**src/rtl/updown_mod_cnt.sv**
```systemverilog
// updown_mod_cnt: parametrised up/down counter with programmable modulus,
// clock enable, synchronous clamped load and wrap or saturate limit mode.
// tc is combinational, for cascading. ovf is a registered one-cycle pulse
// raised on every edge that meets the up/MAX or down/0 limit.
module updown_mod_cnt #(
  parameter int WIDTH = 4,
  parameter int MAX   = 15,
  parameter bit SAT   = 1'b0
) (
  input  logic             ck,
  input  logic             res,
  input  logic             en,
  input  logic             down,
  input  logic             load,
  input  logic [WIDTH-1:0] d,
  output logic [WIDTH-1:0] q,
  output logic             tc,
  output logic             ovf
);

  // Upper count limit at the counter's own width.
  localparam logic [WIDTH-1:0] MAX_V = WIDTH'(MAX);

  logic [WIDTH-1:0] q_next;
  logic             ovf_next;
  logic             at_max;
  logic             at_zero;
  logic             limit_hit;
  logic [WIDTH-1:0] load_val;

  assign at_max  = (q == MAX_V);
  assign at_zero = (q == '0);

  // Detect a limit event for this edge and clamp out-of-range load values.
  always_comb begin
    limit_hit = en & ~load & ((~down & at_max) | (down & at_zero));
    load_val  = (d > MAX_V) ? MAX_V : d;
  end

  // tc is the unregistered limit condition, so a cascaded stage counts on
  // the same edge on which this stage wraps or saturates.
  assign tc = limit_hit;

  // Next-state selection: load has priority over counting; hold clears ovf.
  always_comb begin
    q_next   = q;
    ovf_next = 1'b0;
    if (load) begin
      q_next = load_val;
    end else if (en) begin
      if (limit_hit) begin
        ovf_next = 1'b1;
        if (!SAT) begin
          // Wrap to the opposite end of the 0..MAX range.
          q_next = down ? MAX_V : '0;
        end
      end else if (down) begin
        q_next = q - 1'b1;
      end else begin
        q_next = q + 1'b1;
      end
    end
  end

  // Count and overflow registers, cleared immediately by res.
  always_ff @(posedge ck or posedge res) begin
    if (res) begin
      q   <= '0;
      ovf <= 1'b0;
    end else begin
      q   <= q_next;
      ovf <= ovf_next;
    end
  end

endmodule

```
**config.mk**
```make
export PLATFORM = sky130hd
export DESIGN_NAME = updown_mod_cnt
export DESIGN_NICKNAME = d
export VERILOG_FILES = /design/src/rtl/updown_mod_cnt.sv
export SDC_FILE = /design/constraint.sdc
export NUM_CORES = 1
export LEC_CHECK = 0
export BUFFER_PORTS_ARGS = -buffer_cell sky130_fd_sc_hd__buf_2
export CORE_AREA = 2 2 39 41
export CTS_BUF_LIST = sky130_fd_sc_hd__clkbuf_8
export CTS_CLUSTER_SIZE = 14
export DETAILED_ROUTE_END_ITERATION = 16
export DIE_AREA = 0 0 41 43
export GPL_TIMING_DRIVEN = 0
export PLACE_DENSITY = 0.64
export SYNTH_ARGS = -nofsm -noshare
export SYNTH_HDL_FRONTEND = slang
export SYNTH_SLANG_ARGS = --single-unit
```
**constraint.sdc**
```tcl
create_clock -name ck -period 2.4 [get_ports ck]
set_input_delay 0.24 -clock ck [delete_from_list [all_inputs] [get_ports ck]]
set_output_delay 0.24 -clock ck [all_outputs]
set_load 0.03 [all_outputs]
```
==> qor.yml <==
status: "completed"
path_clk_slew_ns: 0.04
placedCellCount: 70
drv_slew: 0
detail-route-antenna-nets: 0
seq_area_frac_synth: 0.3195
routed_via_density: 4.720
holdBufCountCts: 1
whs_ns: 0.2653
mostFrequentLayoutCells: "buf_2 (14), inv_1 (6), dfrtp_1 (5)"
finalNetCount: 72
place_congestion: 0.7926
period_minus_slack_ns: 1.773
final_area_um2: 536.8
grt_use_met1: 0.1645
cp.arrival_ns: 1.53
tightest_slew_ns: 0.3531
power_density_nw_per_um2: 743.1
slew_headroom: 0.7640
ioPinCount: 15
mappedNetlistNets: 52
io_buffers: 14
period_share: 0.7388
finalPower_mw: 0.3989
post-dp-hpwl_um: 676.5
routed_wl_um: 885
grt.total_usage: 0.1327
cp-start-kind: "flip-flop"
setup.worst_path.start: "q[3]$_DFFE_PP0P_"
max_freq_mhz: 564.0
ys_seq_elements: 5
cts_resized: 0
hold_start: "d[0]"
clkLatencyLatePin_ns: 0.22
dieArea_um2: 1763
htree_num_levels: 1
place_ws_ns: 0.7903
synth_compound_area_frac: 0.1597
syn_to_final_growth_pct: 37.06
p_leak_nw: 0.2581
fin_setup_tns_ns: 0
placedInstanceArea_um2: 481.7
diodes: 0
met3_usage: 0.03141
hold_viol_final: 0
post-route-drc-count: 0
cts_tree: "yes"
rsz0062_at_grt: "no"
synthMuxAreaShare: 0.05751
cts_root_buf: "clkbuf_8"
cap_violations: 0
vdd_ir_drop_max_mv: 0.2533
required_ns: 2.16
vias: 354
grt_max_degree: 9
fin_ws_ns: 0.6269
final_core_util: 0.3879
first_pass_iters: 2
first_iter_violations: 3
globalRouteOverflowTotal: 0
final_common_cell: "buf_2"
drive_gt1_frac: 0.3729
critPathMaxFanout: 6
synth-simple-area-share: 0.2332
yosys_warnings: 0
synthCells: 40
synth.distinct_cells: 21
r2r_start: "q[2]$_DFFE_PP0P_"
detail_route.wl_per_cell_um: 11.80
yosys.area_share.xor_xnor: 0.06709
clock_sinks: 5
core_area_um2: 1384
grtUsageMet2: 0.1969
die_x_um: 41
cts_buffer_depth: 2
antenna_found_initial: 0
min_path_type: "in -> reg"
yosys.area_share.adder: 0.1150
grt_pass1_vias: 355
synthesis.area_um2: 391.6
grt.busiest_layer: "met2"
initial_core_util: 0.2830
syn_avg_cell_area_um2: 9.791
cp-end-kind: "primary output"
crit_type: "reg -> out"
setup_violations: 0
synth_top_family_by_area: "simple AND/OR/NAND/NOR gates"
cts_setup_buffers: 0
die_h_um: 43
cts_buffers: 3
grt_pass1_wl_mm: 1.545
row_count: 14
fin_cells: 75
finClkSkew_ns: 0.001178
cell type report:
type / instances / area, µm²
clock buffer: 3 / 41.29
multi-input combinational: 30 / 247.7
fill: 154 / 847.1
timing repair buffer: 15 / 80.08
inverter: 5 / 18.77
clock inverter: 1 / 3.754
sequential: 5 / 125.1
tap: 16 / 20.02
worst paths after layout:
check	endpoint	slack, ns	cells past startpoint
setup / recovery	tc	0.63	4
hold / removal	q[0]$_DFFE_PP0P_	0.27	3
setup reg to reg	q[3]$_DFFE_PP0P_	0.80	6
hold reg to reg	q[2]$_DFFE_PP0P_	0.63	2
max in group asynchronous	q[0]$_DFFE_PP0P_	1.77	3
min in group asynchronous	q[3]$_DFFE_PP0P_	0.46	3
worst max-delay path, cell delays in order (launching register included):
cell and delay (ns):
dfrtp_1 0.44, nor4b_2 0.42, mux2i_4 0.14, nor2_1 0.10, buf_2 0.20
state kept, by name (all words and copies together) (netlist names):
name  count
ovf       1
q         4
routing by layer:
layer / share of wire / vias up
met5: 0 / -
met3: 0.044 / 2
met4: 0.021 / 0
li1: - / 178
met1: 0.43 / 164
met2: 0.50 / 10
cells in the mapped netlist (all sizes together):
cell    number  area, µm²
nor2         3      11.26
fa           1      20.02
mux2i        1      22.52
xnor2        3      26.28
dfrtp        5      125.1
and2         1      6.260
a22oi        2      15.01
nor4b        1      15.01
and4b        1      13.76
a21boi       1      7.510
inv          5      18.77
nand2b       1      6.260
a21oi        4      20.02
ha           2      25.02
o21ai        4      20.01
nand2        1      3.750
nand3        1      5.000
and3b        1      10.01
nor3b        2      20.02
kinds of logic after synthesis:
logic type | Yosys count
AND/OR/NAND/NOR | 12
AO/OA/AOI/OAI | 11
buffers and inverters | 5
flip-flops | 5
XOR/XNOR | 3
adder cells (fa/ha/maj) | 3
multiplexers | 1
where the power goes:
part           total, mW  switching (mW)  leakage, nW  internal [mW]
Combinational      0.129          0.0702        0.169         0.0588
Clock              0.154          0.0445       0.0269          0.110
Sequential         0.115          0.0201       0.0622         0.0954
Note: power is estimated with default switching activity, not from simulation.
